File: config.mk
export PLATFORM = sky130hd
export DESIGN_NAME = irrigation_timer_flat
export DESIGN_NICKNAME = d
export VERILOG_FILES = /design/src/rtl/irrigation_timer_pkg.sv /design/src/rtl/irrigation_timer_if.sv /design/src/rtl/irrigation_timer_tick_sync.sv /design/src/rtl/irrigation_timer.sv /design/src/flat_wrapper.sv
export SDC_FILE = /design/constraint.sdc
export NUM_CORES = 1
export LEC_CHECK = 0
export CAP_MARGIN = 10
export CORE_ASPECT_RATIO = 0.8
export CORE_MARGIN = 4
export CORE_UTILIZATION = 41
export DETAILED_ROUTE_END_ITERATION = 8
export GPL_TIMING_DRIVEN = 1
export PLACE_DENSITY = 0.63
export SLEW_MARGIN = 20
export SYNTH_ARGS = -nofsm -noshare
export SYNTH_HDL_FRONTEND = slang
export SYNTH_SLANG_ARGS = --single-unit
File: constraint.sdc
create_clock -name clock -period 18.2 [get_ports clock]
set_input_delay 2.73 -clock clock [delete_from_list [all_inputs] [get_ports clock]]
set_output_delay 2.73 -clock clock [all_outputs]
set_load 0.01 [all_outputs]
File: src/rtl/irrigation_timer_pkg.sv
// irrigation_timer_pkg: shared state type, limits and BCD helpers for the irrigation timer
package irrigation_timer_pkg;
  typedef enum logic [1:0] {IDLE, RUN, DONE, FAULT} state_t;
  localparam int MAX_SECONDS = 99;
  localparam int DIGIT_W = 4;
  function automatic logic [2*DIGIT_W-1:0] to_bcd(input logic [7:0] bin);
    logic [7:0] r;
    logic [DIGIT_W-1:0] t;
    r = bin > 8'(MAX_SECONDS) ? 8'(MAX_SECONDS) : bin;
    t = '0;
    for (int i = 0; i < 9; i++) begin
      if (r >= 8'd10) begin
        r = r - 8'd10;
        t = t + 1'b1;
      end
    end
    return {t, r[DIGIT_W-1:0]};
  endfunction
  function automatic logic [2*DIGIT_W-1:0] bcd_dec(input logic [2*DIGIT_W-1:0] v);
    return v[DIGIT_W-1:0] == '0 ? {v[2*DIGIT_W-1:DIGIT_W] - 1'b1, DIGIT_W'(9)}
                                : {v[2*DIGIT_W-1:DIGIT_W], v[DIGIT_W-1:0] - 1'b1};
  endfunction
endpackage

File: src/rtl/irrigation_timer_if.sv
// irrigation_timer_if: control and status bundle between the irrigation controller and the timer
interface irrigation_timer_if;
  logic start;
  logic abort;
  logic [7:0] duration;
  logic valve;
  logic busy;
  logic done;
  logic fault;
  logic [7:0] remaining_bcd;
  modport master(output start, abort, duration, input valve, busy, done, fault, remaining_bcd);
  modport slave(input start, abort, duration, output valve, busy, done, fault, remaining_bcd);
endinterface

File: src/rtl/irrigation_timer_tick_sync.sv
// tick_sync: two-flop synchronizer with rising-edge pulse for a slow asynchronous tick
module tick_sync (
  input  logic clock,
  input  logic reset_n,
  input  logic async_in,
  output logic pulse
);
  logic s1, s2, prev;
  always_ff @(posedge clock) begin
    if (!reset_n) {s1, s2, prev} <= '0;
    else {s1, s2, prev} <= {async_in, s1, s2};
  end
  assign pulse = s2 & ~prev;
endmodule

File: src/rtl/irrigation_timer.sv
// irrigation_timer: counts a BCD valve-open interval down on the 1 Hz tick, with stall watchdog
module irrigation_timer
  import irrigation_timer_pkg::*;
#(
  parameter int WDOG_CYCLES = 100_000_000,
  parameter int WDOG_W = 27
) (
  input logic clock,
  input logic reset_n,
  input logic tick_in,
  irrigation_timer_if.slave bus
);
  logic tick;
  state_t state, state_n;
  logic [2*DIGIT_W-1:0] rem, rem_n, load;
  logic [WDOG_W-1:0] wdog, wdog_n;
  logic expired;
  tick_sync u_sync (
    .clock(clock),
    .reset_n(reset_n),
    .async_in(tick_in),
    .pulse(tick)
  );
  assign load = to_bcd(bus.duration);
  assign expired = wdog == WDOG_W'(WDOG_CYCLES - 1);
  // abort beats tick, and tick beats watchdog expiry
  always_comb begin
    state_n = state;
    rem_n = rem;
    wdog_n = '0;
    case (state)
      IDLE: if (bus.start && !bus.abort) begin
        rem_n = load;
        state_n = load == '0 ? DONE : RUN;
      end
      RUN: if (bus.abort) state_n = IDLE;
      else if (tick) begin
        rem_n = bcd_dec(rem);
        state_n = rem == 8'h01 ? DONE : RUN;
      end
      else if (expired) state_n = FAULT;
      else wdog_n = wdog + 1'b1;
      DONE: state_n = IDLE;
      FAULT: state_n = bus.abort ? IDLE : FAULT;
      default: state_n = IDLE;
    endcase
  end
  always_ff @(posedge clock) begin
    if (!reset_n) begin
      state <= IDLE;
      rem <= '0;
      wdog <= '0;
    end else begin
      state <= state_n;
      rem <= rem_n;
      wdog <= wdog_n;
    end
  end
  assign bus.valve = state == RUN;
  assign bus.busy = state == RUN || state == FAULT;
  assign bus.done = state == DONE;
  assign bus.fault = state == FAULT;
  assign bus.remaining_bcd = rem;
endmodule

File: src/flat_wrapper.sv
// flat-port wrapper written by rule: the top's interface ports become plain ports
module irrigation_timer_flat import irrigation_timer_pkg::*;
#(
  parameter int WDOG_CYCLES = 100_000_000,
  parameter int WDOG_W = 27
)
  (clock, reset_n, tick_in, bus_start, bus_abort, bus_duration, bus_valve, bus_busy, bus_done, bus_fault, bus_remaining_bcd);
  irrigation_timer_if bus_i ();
  input logic clock;
  input logic reset_n;
  input logic tick_in;
  input wire logic [$bits(bus_i.start)-1:0] bus_start;
  input wire logic [$bits(bus_i.abort)-1:0] bus_abort;
  input wire logic [$bits(bus_i.duration)-1:0] bus_duration;
  output wire logic [$bits(bus_i.valve)-1:0] bus_valve;
  output wire logic [$bits(bus_i.busy)-1:0] bus_busy;
  output wire logic [$bits(bus_i.done)-1:0] bus_done;
  output wire logic [$bits(bus_i.fault)-1:0] bus_fault;
  output wire logic [$bits(bus_i.remaining_bcd)-1:0] bus_remaining_bcd;
  assign bus_i.start = bus_start;
  assign bus_i.abort = bus_abort;
  assign bus_i.duration = bus_duration;
  assign bus_valve = bus_i.valve;
  assign bus_busy = bus_i.busy;
  assign bus_done = bus_i.done;
  assign bus_fault = bus_i.fault;
  assign bus_remaining_bcd = bus_i.remaining_bcd;
  irrigation_timer #(.WDOG_CYCLES(WDOG_CYCLES), .WDOG_W(WDOG_W)) u_core (.clock(clock), .reset_n(reset_n), .tick_in(tick_in), .bus(bus_i));
endmodule
# Word level (Yosys, flattened, before mapping)

Index checks and enable logic that the tools add are counted.
W data, S select, Z words.

Output and inout bits: 12
Flip-flop bits (word level): 40
Word-level logic and storage cells: 94

Reductions and logical operators: 11
Bitwise logic cells: 4
Eq/ne operators: 10
$lt $le $gt $ge: 10
Muxes and demuxes: 32
Add/sub/neg operators: 20

Operator list:

| kind                    | number |
|---|---|
| $mux W8                 | 13 |
| $ge A8 B4 Y1 const B    | 9 |
| $sub A8 B4 Y8 const B   | 8 |
| $mux W4                 | 9 |
| $add A4 B1 Y4 const B   | 7 |
| $add A27 B1 Y27 const B | 1 |
| $eq A27 B27 Y1 const B  | 1 |
| $pmux W8 S2             | 1 |
| $mux W2                 | 7 |
| $eq A8 B1 Y1 const B    | 1 |
| $gt A8 B7 Y1 const B    | 1 |
| $logic_not A8 Y1        | 1 |
| $pmux W2 S4             | 1 |
| $sub A4 B1 Y4 const B   | 2 |
| $ne A2 B1 Y1 const B    | 3 |
| $reduce_and A5 Y1       | 1 |
| $reduce_or A5 Y1        | 1 |
| $eq A2 B2 Y1 const B    | 2 |
| $logic_not A4 Y1        | 1 |
| $ne A4 B2 Y1 const B    | 1 |
| $reduce_and A4 Y1       | 1 |
| $sub A4 B4 Y4 const B   | 1 |
| $not A1 Y1              | 3 |
| $add A1 B1 Y2 const B   | 1 |
| other kinds (10)        | 10 |

# Logic depth before layout (Yosys ltp)

Gate-level depths: netlist of the first run.

Word-level depth: 24
Depth in mapped cells: 63
Depth with buffers taken out: 62

# By module

Synthesis of the first run repeated with hierarchy kept, for this count alone.

Cells, all modules: 565
Area total of the unflattened synthesis: 4390.5 sq um

By module, submodules not included:

| module           | area an instance (sq um) | instances | cells each |
|---|---|---|---|
| irrigation_timer | 4297.9                   | 1         | 558 |
| tick_sync        | 92.6                     | 1         | 7 |

# Worst setup path before layout of the first run

Ideal clock, no wire load.

Kind: input port to flip-flop
Start: input bus_duration[5]
End: register u_core.state[0]
Cell stages on the path: 60
Arrival: 13.450 ns
Slack: 4.631 ns
Path buffers: 1
Cells stage by stage: clkbuf_1 > o311a_1 > nor2_1 > inv_1 > ha_1 > nor2b_1 > o21ai_0 > nand2_1 > mux2i_1 > inv_1 > ha_1 > nor4b_2 > a21oi_2 > o2111ai_4 > inv_4 > nand2_1 > o21ai_0 > ha_1 > [24 not listed] > ha_1 > nand2_1 > a211oi_2 > a32oi_4 > a21oi_1 > a21oi_1 > inv_1 > ha_1 > nand2_1 > a31oi_1 > mux2i_1 > nand3_2 > xnor2_2 > ha_1 > or3_1 > a31oi_1 > o211ai_1 > o31a_1

Word-level cells in the longest chain between the ends: 24
Elaborated cells between the ends (all ways): 50

RTL lines:

| element                                              | line                                                   | text |
|---|---|---|
| from (decl)                                          | flat_wrapper.sv:14                                     | `input wire logic [$bits(bus_i.duration)-1:0] bus_duration;` |
| $gt A8 B7 Y1                                         | irrigation_timer_pkg.sv:9                              | `r = bin > 8'(MAX_SECONDS) ? 8'(MAX_SECONDS) : bin;` |
| $mux W8 (*)                                          | irrigation_timer_pkg.sv:9                              |  |
| $sub A8 B4 Y8 / $ge A8 B4 Y1 (equally long branches) | irrigation_timer_pkg.sv:13, irrigation_timer_pkg.sv:12 |  |
| $mux W8 / $mux W1 (equally long branches)            | irrigation_timer_pkg.sv:12                             | `if (r >= 8'd10) begin` |
| $sub A8 B4 Y8, or another cell as far along          | irrigation_timer_pkg.sv:13                             | `r = r - 8'd10;` |
| $mux W8 / $mux W4 (equally long branches)            | irrigation_timer_pkg.sv:12                             |  |
| $sub A8 B4 Y8, or another cell as far along          | irrigation_timer_pkg.sv:13                             |  |
| $mux W8 / $mux W4 (equally long branches)            | irrigation_timer_pkg.sv:12                             |  |
| [8 not listed]                                       | -                                                      |  |
| $sub A8 B4 Y8, or another cell as far along          | irrigation_timer_pkg.sv:13                             |  |
| $mux W8 / $mux W4 (equally long branches)            | irrigation_timer_pkg.sv:12                             |  |
| $ge A8 B4 Y1, or another cell as far along           | irrigation_timer_pkg.sv:12                             |  |
| $mux W4                                              | irrigation_timer_pkg.sv:12                             |  |
| $logic_not A8 Y1 (*)                                 | irrigation_timer.sv:34                                 | `state_n = load == '0 ? DONE : RUN;` |
| $mux W2 (*)                                          | irrigation_timer.sv:34                                 |  |
| $mux W2 (*)                                          | irrigation_timer.sv:32                                 | `IDLE: if (bus.start && !bus.abort) begin` |
| $pmux W2 S4 (*)                                      | irrigation_timer.sv:31                                 | `case (state)` |
| to (signal assigned)                                 | irrigation_timer.sv:54                                 | `state <= state_n;` |
| to (decl)                                            | irrigation_timer.sv:14                                 | `state_t state, state_n;` |

Every way passes the cells marked *; elsewhere a longest branch is shown, timed or not. The select of a mux whose other input is x is not followed.
A chain may end at the register's enable or synchronous reset.

# Final worst setup path of the first run

Start: input bus_duration[3]
End: register u_core.state[0]

Same word-level chain as after synthesis.

==> run_results.csv, run 1 <==
group,metric,value,unit
status,outcome,"finished, final reports clean",
die,die_h,109,µm
routing,drc_errors,0,
synthesis,synth-edff-count,0,
setup_path,worst_path_max_delay_cell,"clkdlybuf4s50_1",
synthesis,avgSynthCellArea,7.85,µm²
die,die_w,135,µm
sta,setup_viol,0,
sta,fmax,0.0641,GHz
grt,grt_overflow_total,0,
clock_tree,cts-buffers-inserted,5,
synthesis,syn_area,5270,µm²
clock_tree,post_cts_resized,0,
synthesis,yosysWarnings,0,
sta,hold_viol_final,0,
clock_tree,cts_buffer_depth,2,
routing,detail_route.wl_per_cell,16.0,µm
die,placementRows,36,
clock_tree,cts_tree,"yes",
setup_path,startpoint,"bus_duration[3]",
routing,detail_route.wirelength,13700,µm
final_layout,final_cell_mix,"72 x nor2_1, 56 x nand2_1, 40 x dfxtp_1",
worst_hold_path,hold_start,"u_core.u_sync.s1$_SDFF_PN0_",
final_layout,fillers,1204,
final_layout,fin_nets,725,
setup_path,cp.required,18.36,ns
synthesis,async_reset_ff_frac,0,
clock_tree,postCtsHoldBufs,0,
die,placeableCoreArea,12400,µm²
synthesis,synth_flop_cell,"dfxtp_1",
grt,antenna_found_initial,0,
final_layout,area_growth,10.1,%
clock_tree,insertion_delay,0.27,ns
placed_design,post-dp-hpwl,10800,µm
synthesis,synth.distinct_cells,109,
final_layout,regArea,801,µm²
placed_design,gp_congestion,0.910,
clock_tree,cts_setup_buffers,0,
final_layout,drive_gt1_frac,0.125,
die,io_pins,25,
routing,viasPerCell,6.08,
setup_path,critPathMaxStageDelay,0.60,ns
synthesis,synth_seq_cells,40,
sta,period_minus_slack,15.61,ns
grt,grt_max_degree,27,
final_layout,diodes,0,
sta,finalCritPeriodShare,0.858,
routing,route.vias.total,5210,
routing,dr.pass1.iters,8,
final_layout,multiInputGateArea,4260,µm²
grt,grt_pass1_wl,23100,µm
die,die-area,14700,µm²
grt,grt_usage,0.184,
setup_path,cp_max_fo,11,
routing,ant_nets,0,
clock_tree,clock-sinks,40,
sta,clock_skew,0.00353,ns
clock_tree,root_buffer,"clkbuf_16",
synthesis,syn-num-nets,711,
clock_tree,path_clk_slew,0.06,ns
sta,finalSetupTns,0,ns
sta,slew_viol_final,0,
setup_path,crit_top_cell,"ha_1",
clock_tree,htreeDepth,2,
die,start_util,0.425,
setup_path,crit_type,"input pin to register",
setup_path,crit_path_start_kind,"input pin",
synthesis,synth_cells,671,
sta,tightest_slew,0.910,ns
placed_design,port_buffers,24,
sta,rsz0062_at_grt,"false",
synthesis,ys_seq_area_frac,0.152,
setup_path,arrival,15.78,ns
setup_path,cp-end-kind,"register",
worst_hold_path,hold_class,"register to register",
sta,max_slew_margin,0.392,
setup_path,r2r_start,"u_core.wdog[3]$_SDFF_PP0_",
routing,drt_iter0_drc,522,
grt,grt_pass1_vias,4619,
final_layout,final_common_cell,"nor2_1",
job,maxCapViolCount,0,
-- area by class of cell --
class | count | share of cell area
clock buffer | 7 | 0.0246
clock inverter | 1 | 0.00129
inverter | 30 | 0.0198
multi-input combinational | 582 | 0.735
sequential | 40 | 0.138
tap | 171 | 0.0369
timing repair buffer | 26 | 0.0440
-- layer usage --
layer	track usage	vias up	wire, µm
li1	-	2559	-
met1	0.291	2467	7060
met2	0.273	172	5750
met3	0.0174	12	782
met4	0.0254	0	82
met5	0	-	0
-- path summary, 6_finish.rpt --
| path | end | slack [ns] | cells after the start |
|---|---|---|---|
| worst max-delay path | u_core.state[0]$_SDFFE_PN0P_ | 2.59 | 59 |
| worst max register to register | u_core.wdog[15]$_SDFF_PP0_ | 15.71 | 7 |
| worst min register to register | u_core.u_sync.s2$_SDFF_PN0_ | 0.44 | 1 |
| worst min-delay path | u_core.u_sync.s2$_SDFF_PN0_ | 0.44 | 1 |
-- Yosys cell counts (all sizes together) (6+ instances only) --
library cell  number  area (µm²)
nor2              75         299
nand2             58         228
dfxtp             40         801
xnor2             37         373
nand3             34         180
a21oi             32         175
o21ai             30         154
inv               28         108
ha                27         338
nor3              25         151
xor2              24         218
a31oi             19         155
and2              15        98.9
clkbuf            15        56.3
and3              12        80.1
mux2i             11         110
o31ai             11         103
a211oi             8        70.1
mux2               8        90.1
nand4              8        50.1
o211ai             8        65.1
nand2b             7        51.3
nor2b              7        43.8
nor4               7        50.1
o22ai              6        37.5
o31a               6        52.6
or3                6        47.5
-- sequential cells by signal, summed over array words and instances, names as in the netlist --
register,flops
u_core.u_sync.prev,1
u_core.u_sync.s2,1
u_core.wdog,27
u_core.state,2
u_core.u_sync.s1,1
u_core.bus.remaining_bcd,8
-- kinds of logic after synthesis --
family,share of synthesized area
simple gates,0.277
fa+ha+maj,0.0641
xor+xnor,0.121
flops,0.152
compound gates,0.309
buf+inv,0.0387
mux,0.0380
-- worst max-delay path: cells and delay by family --
kind / cells / cell delay (ns)
AO/OA/AOI/OAI: 19 / 4.93
AND/OR/NAND/NOR: 19 / 3.55
adder cells (fa/ha/maj): 9 / 1.92
XOR/XNOR: 4 / 1.26
buffers and inverters: 7 / 1.13
multiplexers: 1 / 0.25
-- through the flow --
step                      worst slack, ns  instances  utilization  hold slack (ns)  instance area [µm²]
after floorplan                      4.63        671            -            0.412                 5270
after global placement               3.09        849        0.456            0.423                 5650
after detailed placement             2.51        849        0.456            0.436                 5650
after CTS                            2.76        857        0.468            0.446                 5800
after global routing                 1.44        857        0.468            0.453                 5800
final                                2.59        857        0.468            0.440                 5800
Power of run 1 is not shown: default switching activity piles up to over one toggle a cycle in this logic, so the estimate is an artifact.
==> run 2, diff against run 1 <==
--- a/config.mk
+++ b/config.mk
@@ -8,10 +8,12 @@
 export CAP_MARGIN = 10
 export CORE_ASPECT_RATIO = 0.8
 export CORE_MARGIN = 4
-export CORE_UTILIZATION = 41
+export CORE_UTILIZATION = 25
+export CTS_BUF_LIST = sky130_fd_sc_hd__clkbuf_8
 export DETAILED_ROUTE_END_ITERATION = 8
+export DONT_BUFFER_PORTS = 1
 export GPL_TIMING_DRIVEN = 1
-export PLACE_DENSITY = 0.63
+export PLACE_DENSITY = 0.43
 export SLEW_MARGIN = 20
 export SYNTH_ARGS = -nofsm -noshare
 export SYNTH_HDL_FRONTEND = slang
==> run 2 against run 1 <==
Effect of this change: via count fell by 3.9%; count of clock-buffer cells in the layout fell by 1; register-to-register slack got worse by 0.03 ns; cell count rose by 8.5%; routed wire length rose by 4.6%; worst setup slack improved by 0.60 ns; flip-flop and latch count did not move; global-route usage fell by 6.4 points; die area rose by 59%; hold slack improved by 0.021 ns; sequential share of layout area rose by 0.36 points; critical endpoint unchanged.
==> run_results.csv, run 2 (synthesized netlist as in run 1, its figures left out) <==
group,metric,value,unit
status,outcome,"finished, final reports clean",
grt,grt_usage,0.121,
routing,route.vias.total,5006,
setup_path,crit_type,"input pin to register",
placed_design,post-dp-hpwl,11400,µm
sta,hold_viol_final,0,
die,io_pins,25,
routing,ant_nets,0,
setup_path,r2r_start,"u_core.wdog[3]$_SDFF_PP0_",
sta,finalSetupTns,0,ns
job,maxCapViolCount,0,
setup_path,arrival,15.20,ns
final_layout,area_growth,7.24,%
clock_tree,cts_buffer_depth,2,
sta,fmax,0.0666,GHz
clock_tree,post_cts_resized,0,
sta,rsz0062_at_grt,"false",
final_layout,final_common_cell,"nor2_1",
final_layout,top_register,"u_core.wdog",
setup_path,crit_path_start_kind,"input pin",
routing,drc_errors,0,
die,placementRows,47,
clock_tree,clock-sinks,40,
clock_tree,postCtsHoldBufs,0,
setup_path,cp-end-kind,"register",
routing,viasPerCell,5.38,
clock_tree,insertion_delay,0.30,ns
die,die-area,23500,µm²
die,start_util,0.255,
final_layout,diodes,0,
worst_hold_path,hold_end,"u_core.u_sync.s2$_SDFF_PN0_",
placed_design,post-place-ws,2.94,ns
die,placeableCoreArea,20700,µm²
worst_hold_path,hold_depth,1,
clock_tree,root_buffer,"clkbuf_8",
setup_path,crit_buf_inv,6,
setup_path,critPathMaxStageDelay,0.47,ns
setup_path,worst_path_max_delay_cell,"nor4b_2",
routing,dr.pass1.iters,5,
setup_path,r2r_cells,7,
sta,setup_viol,0,
clock_tree,cts_setup_buffers,0,
sta,clock_skew,0.00610,ns
sta,slew_viol_final,0,
setup_path,r2r-end,"u_core.wdog[3]$_SDFF_PP0_",
final_layout,final_cell_mix,"72 x nor2_1, 56 x nand2_1, 40 x dfxtp_1",
routing,drt_iter0_drc,384,
sta,finalCritPeriodShare,0.825,
setup_path,cp.required,18.39,ns
placed_design,gp_congestion,0.947,
worst_hold_path,hold_class,"register to register",
grt,antenna_found_initial,0,
final_layout,fillers,2246,
placed_design,dp.cells,922,
final_layout,drive_gt1_frac,0.132,
sta,final.setup.worst_slack,3.19,ns
clock_tree,cts_tree,"yes",
setup_path,path_delay_family,"compound AO/OA/AOI/OAI gates",
grt,grt_pass1_wl,23700,µm
die,die_w,170,µm
setup_path,reg2reg_slack,15.68,ns
setup_path,crit_top_cell,"ha_1",
grt,grt_overflow_total,0,
final_layout,fin_nets,700,
final_layout,largest_reg_flops,27,
sta,period_minus_slack,15.01,ns
routing,detail_route.wl_per_cell,15.4,µm
setup_path,path_depth,58,
final_layout,finalNonFillerCells,930,
grt,grt_pass1_vias,4689,
clock_tree,path_clk_slew,0.09,ns
sta,tightest_slew,1.10,ns
routing,detail_route.wirelength,14300,µm
clock_tree,cts-buffers-inserted,5,
worst_hold_path,hold_start,"u_core.u_sync.s1$_SDFF_PN0_",
setup_path,cp_max_fo,8,
placed_design,port_buffers,0,
die,die_h,138,µm
sta,max_slew_margin,0.259,
grt,grt_max_degree,27,
clock_tree,htreeDepth,2,
[run 2: layer usage]
layer | global-route usage | vias up | wire length [µm]
li1 | - | 2516 | -
met1 | 0.189 | 2342 | 7610
met5 | 0 | - | 0
met2 | 0.169 | 136 | 5790
met3 | 0.0218 | 12 | 736
met4 | 0.0235 | 0 | 166
[run 2: worst max path at each step]
stage	from	to	slack, ns
2_1_floorplan	bus_duration[5]	u_core.state[0]$_SDFFE_PN0P_	4.63
3_3_place_gp	bus_duration[4]	u_core.state[0]$_SDFFE_PN0P_	3.47
3_5_place_dp	bus_duration[4]	u_core.state[0]$_SDFFE_PN0P_	2.94
4_1_cts	bus_duration[4]	u_core.state[0]$_SDFFE_PN0P_	3.22
5_1_grt	bus_duration[4]	u_core.state[0]$_SDFFE_PN0P_	1.78
6_report	bus_duration[4]	u_core.state[0]$_SDFFE_PN0P_	3.19
[run 2: cell type report]
cell class                      count  area [µm²]  area share
Inverter                           30         115      0.0204
Multi-Input combinational cell    582        4270       0.756
Tap cell                          269         337      0.0596
Clock buffer                        6        82.6      0.0146
Timing Repair Buffer                1        7.51     0.00133
Sequential cell                    40         801       0.142
Clock inverter                      2        38.8     0.00686
[run 2: metrics by stage]
stage / cell area (µm²) / util / hold slack, ns
after CTS: 5650 / 0.273 / 0.467
final: 5650 / 0.273 / 0.461
after detailed placement: 5530 / 0.267 / 0.426
after floorplan: 5270 / - / 0.412
after global routing: 5650 / 0.273 / 0.484
after global placement: 5530 / 0.267 / 0.421
Power of run 2 is left out for the same reason.
==> run 3, diff against run 2 <==
--- a/config.mk
+++ b/config.mk
@@ -13,7 +13,7 @@
 export DETAILED_ROUTE_END_ITERATION = 8
 export DONT_BUFFER_PORTS = 1
 export GPL_TIMING_DRIVEN = 1
-export PLACE_DENSITY = 0.43
+export PLACE_DENSITY = 0.45
 export SLEW_MARGIN = 20
 export SYNTH_ARGS = -nofsm -noshare
 export SYNTH_HDL_FRONTEND = slang
==> constraint.sdc (replaced) <==
create_clock -name clock -period 13.7 [get_ports clock]
set_input_delay 2.055 -clock clock [delete_from_list [all_inputs] [get_ports clock]]
set_output_delay 2.055 -clock clock [all_outputs]
set_load 0.01 [all_outputs]
==> run 3 against run 2 <==
Effect of this change: flip-flop and latch count stayed put; register-to-register slack worse by 4.4 ns; final area is 4.6% higher; count of clock-buffer cells in the layout stayed put; routed wire length is 2.0% lower; global-route usage is 0.50 points lower; critical path depth is 1 lower; die area stayed put; sequential share of layout area is 0.62 points lower; critical path type unchanged; largest cell class unchanged.
==> run_results.csv, run 3 (synthesized netlist as in run 1, its figures left out) <==
group,metric,value,unit
setup_path,crit_path_start_kind,"input pin",
clock_tree,insertion_delay,0.29,ns
final_layout,fin_nets,729,
clock_tree,cts_buffer_depth,2,
final_layout,diodes,0,
setup_path,cp-end-kind,"register",
final_layout,area_growth,12.2,%
final_layout,top_register,"u_core.wdog",
grt,antenna_found_initial,0,
final_layout,final_common_cell,"nor2_1",
worst_hold_path,hold_class,"register to register",
die,die_h,138,µm
placed_design,gp_congestion,0.834,
final_layout,fillers,2261,
sta,clock_skew,0.00979,ns
placed_design,port_buffers,0,
clock_tree,clock-sinks,40,
final_layout,final_cell_mix,"71 x nor2_1, 56 x nand2_1, 40 x dfxtp_1",
die,placementRows,47,
routing,drc_errors,0,
grt,grt_pass1_vias,4416,
grt,grt_max_degree,27,
sta,tightest_slew,0.935,ns
final_layout,largest_reg_flops,27,
setup_path,worst_path_max_delay_cell,"o311a_1",
final_layout,multiInputGateArea,4340,µm²
grt,grt_pass1_wl,23000,µm
final_layout,regArea,801,µm²
setup_path,cp_max_fo,8,
clock_tree,htreeDepth,2,
routing,viasPerCell,5.26,
routing,detail_route.wirelength,14000,µm
sta,setup_viol,0,
sta,hold_viol_final,0,
sta,finalCritPeriodShare,0.938,
routing,dr.pass1.iters,4,
status,outcome,"finished, final reports clean",
final_layout,final_area,5910,µm²
setup_path,critPathMaxStageDelay,0.42,ns
placed_design,post-dp-hpwl,11200,µm
die,die-area,23500,µm²
setup_path,crit_top_cell,"ha_1",
setup_path,cp.required,13.89,ns
grt,grt_usage,0.115,
final_layout,drive_gt1_frac,0.178,
job,maxCapViolCount,0,
clock_tree,postCtsHoldBufs,0,
routing,route.vias.total,5047,
setup_path,crit_type,"input pin to register",
clock_tree,cts-buffers-inserted,5,
sta,fmax,0.0778,GHz
clock_tree,path_clk_slew,0.08,ns
sta,period_minus_slack,12.85,ns
setup_path,arrival,13.03,ns
routing,drt_iter0_drc,364,
grt,grt_overflow_total,0,
die,io_pins,25,
die,die_w,170,µm
sta,slew_viol_final,0,
clock_tree,root_buffer,"clkbuf_8",
sta,max_slew_margin,0.373,
routing,detail_route.wl_per_cell,14.6,µm
placed_design,placed_area,5700,µm²
die,placeableCoreArea,20700,µm²
die,start_util,0.255,
routing,ant_nets,0,
clock_tree,cts_tree,"yes",
-- run 3: per-stage QoR --
stage / TNS [ns] / cells / worst slack (ns) / utilization / hold slack (ns)
final: 0 / 959 / 0.851 / 0.286 / 0.436
after floorplan: 0 / 671 / 0.806 / - / 0.412
after CTS: 0 / 953 / 0.112 / 0.280 / 0.441
after global routing: -0.0271 / 959 / -0.0271 / 0.286 / 0.459
after detailed placement: -0.258 / 945 / -0.176 / 0.275 / 0.420
after global placement: 0 / 945 / 0.197 / 0.275 / 0.416
-- run 3: final timing paths --
| check | endpoint | depth (start not counted) | slack (ns) | start |
|---|---|---|---|---|
| setup reg to reg | u_core.wdog[23]$_SDFF_PP0_ | 7 | 11.26 | u_core.wdog[3]$_SDFF_PP0_ |
| setup / recovery | u_core.state[0]$_SDFFE_PN0P_ | 57 | 0.85 | bus_duration[4] |
| hold / removal | u_core.u_sync.s2$_SDFF_PN0_ | 1 | 0.44 | u_core.u_sync.s1$_SDFF_PN0_ |
| hold reg to reg | u_core.u_sync.s2$_SDFF_PN0_ | 1 | 0.44 | u_core.u_sync.s1$_SDFF_PN0_ |
-- run 3: final cells by class --
type / count / share of cell area
clock buffer: 6 / 0.0140
clock inverter: 2 / 0.00127
inverter: 30 / 0.0195
multi-input combinational: 582 / 0.735
sequential: 40 / 0.135
tap: 269 / 0.0569
timing repair buffer: 30 / 0.0381
-- run 3: worst max-delay path, delay by kind of cell --
kind	cells	cell delay [ns]
AOI/OAI and AO/OA	16	3.74
xor gates and xnor gates	2	0.39
adders and majority gates	9	1.80
buffers and inverters	6	0.55
muxes	5	1.48
and+or+nand+nor	19	2.99
-- run 3: what timing repair did --
action                                  in CTS  in global routing
gates resized for setup                      0                 15
setup buffers                                0                  6
endpoints found under the setup margin       0                  9
-- run 3: routing by layer --
layer	global-route usage	vias to the layer above	part of all wire
met5	0	-	0
met3	0.0132	6	0.049
li1	-	2569	-
met1	0.196	2341	0.55
met4	0.0133	0	0.0050
met2	0.154	131	0.39
Power of run 3 is left out for the same reason.
